<file path="config.mk">
export PLATFORM = sky130hd
export DESIGN_NAME = int_ctrl
export DESIGN_NICKNAME = d
export VERILOG_FILES = /design/src/rtl/int_ctrl.sv
export SDC_FILE = /design/constraint.sdc
export NUM_CORES = 1
export LEC_CHECK = 0
export ABC_AREA = 1
export CAP_MARGIN = 20
export CORE_ASPECT_RATIO = 1.4
export CORE_MARGIN = 5
export CORE_UTILIZATION = 30
export DETAILED_ROUTE_END_ITERATION = 16
export PLACE_DENSITY = 0.82
export SYNTH_ARGS = -nofsm -noshare
export SYNTH_HDL_FRONTEND = slang
export SYNTH_SLANG_ARGS = --single-unit
export TNS_END_PERCENT = 5
</file>
<file path="constraint.sdc">
create_clock -name clk -period 1.6 [get_ports clk]
set_input_delay 0.32 -clock clk [delete_from_list [all_inputs] [get_ports clk]]
set_output_delay 0.32 -clock clk [all_outputs]
set_load 0.03 [all_outputs]
</file>
<file path="src/rtl/int_ctrl.sv">
// Fixed-priority interrupt controller with edge/level sources, pending/mask/mode
// registers, and an IDLE -> REQ -> SERV handshake with ack and end-of-interrupt.
module int_ctrl #(
  parameter int NSRC = 3
) (
  input  logic            clk,
  input  logic            reset,
  input  logic [NSRC-1:0] irq_in,
  input  logic [29:0]     Addr,
  input  logic            WE,
  input  logic [31:0]     Din,
  output logic [31:0]     Dout,
  input  logic            int_ack,
  output logic            irq_out,
  output logic [1:0]      irq_id,
  output logic            in_service
);

  // state | meaning
  // IDLE  | no request outstanding, picking the next winner
  // REQ   | irq_out high, waiting for int_ack
  // SERV  | CPU is serving irq_id, waiting for an EOI write to VEC
  typedef enum logic [1:0] {IDLE, REQ, SERV} state_t;

  state_t          state;
  logic [NSRC-1:0] irq_q, pending, mask, mode;
  logic [NSRC-1:0] edge_det, eligible, w1c, ack_clr, pend_nxt;
  logic [1:0]      winner;
  logic            id_elig, eoi;
  logic            unused_bits;

  assign unused_bits = ^{Addr[29:2], Din[31:NSRC]};

  assign edge_det = irq_in & ~irq_q;
  assign eligible = pending & mask;
  assign id_elig  = eligible[irq_id];
  assign eoi      = WE && (Addr[1:0] == 2'd3);
  assign w1c      = (WE && (Addr[1:0] == 2'd0)) ? Din[NSRC-1:0] : '0;

  always_comb begin
    winner = '0;
    for (int i = NSRC - 1; i >= 0; i--)
      if (eligible[i]) winner = 2'(i);
  end

  // Level sources just track irq_in; edge sources latch until cleared, set wins.
  always_comb begin
    ack_clr  = '0;
    pend_nxt = '0;
    for (int i = 0; i < NSRC; i++) begin
      ack_clr[i]  = (state == REQ) && int_ack && (irq_id == 2'(i));
      pend_nxt[i] = mode[i] ? irq_in[i]
                            : (edge_det[i] | (pending[i] & ~w1c[i] & ~ack_clr[i]));
    end
  end

  always_comb begin
    Dout = '0;
    case (Addr[1:0])
      2'd0: Dout[NSRC-1:0] = pending;
      2'd1: Dout[NSRC-1:0] = mask;
      2'd2: Dout[NSRC-1:0] = mode;
      default: Dout[4:0] = {in_service, irq_out, 1'b0, irq_id};
    endcase
  end

  // irq_q follows irq_in even during reset so a held line never looks like a rise.
  always_ff @(posedge clk) irq_q <= irq_in;

  always_ff @(posedge clk) begin
    if (reset) begin
      state      <= IDLE;
      pending    <= '0;
      mask       <= '0;
      mode       <= '0;
      irq_id     <= '0;
      irq_out    <= 1'b0;
      in_service <= 1'b0;
    end else begin
      pending <= pend_nxt;
      if (WE && (Addr[1:0] == 2'd1)) mask <= Din[NSRC-1:0];
      if (WE && (Addr[1:0] == 2'd2)) mode <= Din[NSRC-1:0];
      case (state)
        IDLE: begin
          if (eligible != '0) begin
            state   <= REQ;
            irq_id  <= winner;
            irq_out <= 1'b1;
          end
        end
        REQ: begin
          if (int_ack) begin
            state      <= SERV;
            irq_out    <= 1'b0;
            in_service <= 1'b1;
          end else if (!id_elig) begin
            state   <= IDLE;
            irq_out <= 1'b0;
            irq_id  <= '0;
          end
        end
        SERV: begin
          if (eoi) begin
            state      <= IDLE;
            in_service <= 1'b0;
            irq_id     <= '0;
          end
        end
        default: begin
          state      <= IDLE;
          irq_out    <= 1'b0;
          in_service <= 1'b0;
        end
      endcase
    end
  end

endmodule
</file>
==> results of run 1 <==
## layout make-up
| class | instances | area [µm²] |
|---|---|---|
| fill | 405 | 2420 |
| multi-input combinational | 125 | 687 |
| sequential | 18 | 360 |
| timing repair buffer | 33 | 294 |
| inverter | 20 | 77.6 |
| clock buffer | 4 | 55.1 |
| tap | 43 | 53.8 |
## final timing paths
path / start / endpoint / slack [ns] / cells past startpoint
max: Addr[1] / Dout[1] / -0.0008 / 5
min: in_service / in_service / 0.47 / 2
max reg2reg: state[1] / irq_id[0] / 0.22 / 9
min reg2reg: in_service / in_service / 0.47 / 2
## flip-flops by register name, indices dropped and copies added (netlist names)
name	cells
mask	3
irq_q	3
mode	3
state	2
in_service	1
irq_out	1
irq_id	2
pending	3
## synthesized netlist by cell type (2+ instances only)
cell type and count:
inv_2 4, o21ai_0 7, inv_1 15, a21oi_1 17, nand3_2 2, nor2_1 9, nand2_1 20, nand2_2 6
nand3_1 19, ha_1 4, dfxtp_1 18, buf_4 29, nand4_1 4
## layer usage
metal  vias to the layer above  global-route usage [%]  part of all wire [%]
li1                        558                       -                     -
met5                         -                       0                     0
met4                         0                    4.73                   2.3
met2                        50                    19.1                    52
met3                        12                    2.88                   8.6
met1                       497                    11.1                    37
## logic make-up (layout without fill, tap and decap cells)
logic type	after synthesis	in the layout	synth area share, %
AOI/OAI and AO/OA	28	28	13.1
adders and majority gates	4	4	4.07
buffers and inverters	49	57	24.0
DFF	18	18	29.3
other	1	27	0.305
and+or+nand+nor	66	66	29.1
## through the flow
step	setup slack (ns)	cells	TNS (ns)	power, mW	hold WS [ns]
after floorplan	0.0537	192	0	1.21	0.348
after global placement	-0.281	238	-1.52	1.39	0.461
after detailed placement	-0.296	238	-1.73	1.41	0.462
after CTS	0.00541	243	0	1.79	0.475
after global routing	-0.0475	243	-0.0475	1.91	0.500
final	-0.000826	243	-0.000826	1.78	0.470
## where the power goes
| part | internal, mW | switching, mW |
|---|---|---|
| Sequential | 0.511 | 0.0467 |
| Clock | 0.219 | 0.157 |
| Combinational | 0.301 | 0.542 |
| Total | 1.03 | 0.746 |
## timing repair
| action | 4_1_cts | 5_1_grt |
|---|---|---|
| endpoints found under the hold margin | 0 | 0 |
| buffers inserted | 1 | 0 |
| pin swaps | 1 | 0 |
| gates cloned | 0 | 0 |
| resized for setup | 6 | 5 |
| setup endpoints to repair | 6 | 4 |
## critical path, cell delays in order
cell,delay (ns)
clkdlybuf4s15_1,0.27
inv_1,0.15
nand3_1,0.09
a32oi_2,0.27
buf_6,0.17
==> out/results.txt, run 1 <==
cell area after synthesis - 1230 µm²
Vias/cell - 4.60
H-tree depth - 1
GRT Overall Usage - 10.6%
P&R area growth vs syn - 24.3%
#FFs+latches synth - 18
HP Class - reg -> reg
via count - 1117
Final Max Tran Viols - 0
IO Pins - 105
worst skew pair latency - 0.25 ns
YS warnings - 0
final setup margin - -0.000826 ns
commonest non-fill, non-tap cell in the layout - conb_1
Port Buffers - 20
Max VDD drop - 0.645 mV
aggregate global routing overflow - 0
Yosys top cell area share - 29.3%
Crit path required time - 1.28 ns
Arr. time, crit path - 1.28 ns
PD cells - 1160 nW/µm²
failing checks - negative setup slack
maxcap violations - 0
outcome - complete, but fails checks
Finish-stage setup viols - 1
Hold Buf Count CTS - 0
final worst path period share - 100%
top post-synthesis cells by area - dfxtp_1, buf_4, nand3_1, a21oi_1, nand2_1
largest net degree at the start of global routing - 11
clk sink count - 18
Die Footprint - 5490 µm²
final hold violation count - 0
CP Max Fanout - 5
WL final - 2880 µm
min Tclk post-route - 1.60 ns
Iter 0 DRT Violations - 38
fin area - 1530 µm²
FMAX - 625 MHz
initial core utilization - 31.1%
CTS tree - done
DR WL/cell - 11.8 µm
DP Area - 1450 µm²
Die H - 85.7 µm
antenna violations before repair - 0
Syn Inst Count - 166
GPL Wtd Cong - 0.866
antenna-violating nets left - 0
crit start category - input port
critical path class - in -> out
Yosys cell types - 25
DRC - 0
Yosys top cell by area - dfxtp_1
Max Root-Sink Buffers - 2
Primary FF master, synth - dfxtp_1
Die Wd - 64.1 µm
EDFF count, synth - 0
ys async rst share - 0%
Leak Pwr - 0.729 nW
sequential share of the synthesized area - 29.3%
vias in the first global route - 1046
Pre-antenna DRT Iters - 4
most frequent cells in the layout - conb_1, nand2_1, nand3_1, dfxtp_1, buf_4
Layout Utilization - 38.7%
Setup crit end kind - primary output
share of layout cells above drive strength 1 - 22.5%
CORE AREA - 3950 µm²
hpwl dp - 2240 µm
CTS clk-pin slew, worst paths - 0.07 ns
Total Nets Final - 274
Cell Rows - 27
unrepaired setup endpoints after global routing - true
Antenna diodes - 0
syn_area_per_cell - 7.40 µm²
first-pass GRT wire length - 4690 µm
Worst Skew - 0.00476 ns
CTS Buf Count - 3
CTS root buffer - clkbuf_8
Note: power is estimated with default switching activity, not from simulation.
==> run 2: changes to the inputs <==
- SLEW_MARGIN: unset -> 20
==> results of run 2 <==
Final layout, timing and power as in run 1 (identical DEF).
==> run 3: changes to the inputs <==
- ABC_AREA: 1 -> unset
- GPL_TIMING_DRIVEN: unset -> 0
- PLACE_DENSITY: 0.82 -> 0.83
- SKIP_CTS_REPAIR_TIMING: unset -> 1
==> out/results.txt, run 3 <==
Die Footprint - 5320 µm² (-3.2%)
DR WL/cell - 12.0 µm (+1.1%)
worst skew pair latency - 0.26 ns (about the same)
GR met3 Demand/Resource - 4.02% (+1.1 points)
fin area - 1580 µm² (+3.4%)
reg2reg start - state[1]
Cell Rows - 27 (unchanged)
CP Max Fanout - 9 (+4)
FF-to-FF setup slack - 0.08 ns (-0.14 ns)
path depth of the worst reg2reg path - 6 (-3)
YS warnings - 0 (unchanged)
PD cells - 924 nW/µm² (-21%)
hpwl dp - 2090 µm (-6.5%)
FMAX - 608 MHz (-2.6%)
minimum hold slack - 0.481 ns (+0.0111 ns)
Antenna diodes - 0 (unchanged)
CTS clk-pin slew, worst paths - 0.07 ns (about the same)
Iter 0 DRT Violations - 42 (+11%)
filler instances - 381 (-5.9%)
final worst path period share - 103% (+2.7 points)
aggregate global routing overflow - 0 (unchanged)
Setup crit end kind - primary output
Die H - 84.3 µm (-1.6%)
Yosys top cell area share - 30.4% (+1.1 points)
CORE AREA - 3880 µm² (-1.7%)
most frequent cell after synthesis - buf_4
Leak Pwr - 0.852 nW (+17%)
end of the worst register-to-register path - pending[0]
final hold violation count - 0 (unchanged)
GRT Overall Usage - 10.4% (-0.18 points)
crit start category - flip-flop
Critical Path End - Dout[0]
Total Nets Final - 254 (-7.3%)
Max Root-Sink Buffers - 2 (unchanged)
pre-CTS WS - -0.427 ns (-0.132 ns)
Vias/cell - 4.60 (about the same)
critical path class - reg -> out
top post-synthesis cells by area - dfxtp_1, buf_4, mux2i_1, ha_1, a21oi_1
IO Pins - 105 (unchanged)
Arr. time, crit path - 1.32 ns (+0.04 ns)
gr busiest metal - met2
via count - 1025 (-8.2%)
Crit. Startpoint - irq_id[0]
WL final - 2670 µm (-7.2%)
#FFs+latches synth - 18 (unchanged)
DRC - 0 (unchanged)
Final Max Tran Viols - 0 (unchanged)
sequential share of the synthesized area - 30.4% (+1.1 points)
Primary FF master, synth - dfxtp_1
CTS root buffer - clkbuf_8
GPL Wtd Cong - 0.828 (-4.4%)
P&R area growth vs syn - 33.5%
syn_area_per_cell - 8.90 µm² (+20%)
Die Wd - 63.1 µm (-1.6%)
Crit path required time - 1.28 ns (about the same)
outcome - complete, but fails checks
min Tclk post-route - 1.64 ns (+0.0427 ns)
failing checks - negative setup slack
ys async rst share - 0% (unchanged)
Worst Skew - 0.00752 ns (+0.00276 ns)
largest net degree at the start of global routing - 11 (unchanged)
Yosys top cell by area - dfxtp_1
first-pass GRT wire length - 4550 µm (-2.9%)
clk sink count - 18 (unchanged)
synth cell count leaders - buf_4, dfxtp_1, nand2_1
EDFF count, synth - 0 (unchanged)
vias in the first global route - 1030 (-1.5%)
CTS tree - done
final setup margin - -0.0436 ns (-0.0427 ns)
initial core utilization - 30.5% (-0.62 points)
Yosys cell types - 35 (+40%)
maxcap violations - 0 (unchanged)
HP Class - in -> reg
most frequent cells in the layout - buf_4, conb_1, dfxtp_1, nand2_1, a21oi_1
Pre-antenna DRT Iters - 4 (unchanged)
share of layout cells above drive strength 1 - 27.2% (+4.7 points)
CTS Buf Count - 3 (unchanged)
Max VDD drop - 0.600 mV (-6.9%)
met2 Use GR - 17.4% (-1.8 points)
antenna-violating nets left - 0 (unchanged)
Finish-stage setup viols - 2 (+1)
DP Area - 1510 µm² (+4.0%)
GR Util met1 - 11.3% (+0.18 points)
antenna violations before repair - 0 (unchanged)
Port Buffers - 17 (-15%)
unrepaired setup endpoints after global routing - true
cell area after synthesis - 1180 µm² (-3.7%)
H-tree depth - 1 (unchanged)
Syn Inst Count - 133 (-20%)
-- run 3: cell types whose count changed after synthesis, moves of 3 or more --
| cell | delta |
|---|---|
| a21oi_1 | -8 |
| inv_1 | -9 |
| inv_2 | -4 |
| mux2i_1 | +8 |
| nand2_1 | -9 |
| nand2_2 | -6 |
| nand2b_1 | +4 |
| nand3_1 | -14 |
| nand4_1 | -4 |
| nand4b_1 | +3 |
| nor2_1 | -4 |
-- run 3: worst min-delay path by stage --
stage	from	end	depth (start not counted)
floorplan	irq_in[0]	irq_q[0]	0
global placement	irq_out	irq_out	2
detailed placement	irq_out	irq_out	2
CTS	reset	state[1]	2
global route	WE	mode[2]	3
finish	WE	mode[2]	3
-- run 3: area by class of cell --
type | count | area (µm²) | share of cell area (%)
multi-input cells | 104 | 693 | 43.9
flip-flops and latches | 18 | 363 | 23.0
plain buffers | 31 | 220 | 13.9
repair buffers | 17 | 173 | 10.9
clock buffers | 4 | 55.1 | 3.48
well taps | 43 | 53.8 | 3.40
inverters | 6 | 22.5 | 1.43
-- run 3: worst max-delay path: stages (launching register included) --
cell and delay (ns):
dfxtp_2 0.37, mux4_1 0.50, buf_2 0.20
-- run 3: power breakdown --
| part | leakage, nW | internal [mW] | switching (mW) |
|---|---|---|---|
| clock network | 0.0288 | 0.219 | 0.160 |
| logic | 0.674 | 0.230 | 0.322 |
| registers | 0.149 | 0.493 | 0.0369 |
| total | 0.852 | 0.942 | 0.519 |
-- run 3: cells by family (layout without fill, tap and decap cells) --
group / count (synthesis) / in the layout / synth area share [%]
AO/OA/AOI/OAI: 23 / 23 / 13.1
adder cells (fa/ha/maj): 4 / 4 / 4.23
buffers and inverters: 37 / 58 / 20.5
flip-flops: 18 / 18 / 30.4
multiplexers: 10 / 10 / 10.9
other: 1 / 27 / 0.317
AND/OR/NAND/NOR: 40 / 40 / 20.5
-- run 3: metal layers --
metal / share of wire, % / up-vias / wire [µm]
met5: 0 / - / 0
met4: 1.7 / 0 / 45
met3: 9.7 / 5 / 259
met2: 51 / 47 / 1360
met1: 38 / 470 / 1010
li1: - / 503 / -
-- run 3: through the flow --
stage                     utilization [%]  power (mW)  instances  TNS (ns)
after floorplan                         -       0.949        159         0
after global placement               38.7        1.06        219     -2.51
after detailed placement             38.7        1.07        219     -2.92
after CTS                            40.2        1.45        223     -2.17
after global routing                 40.7        1.53        223    -0.102
final                                40.7        1.46        223   -0.0446
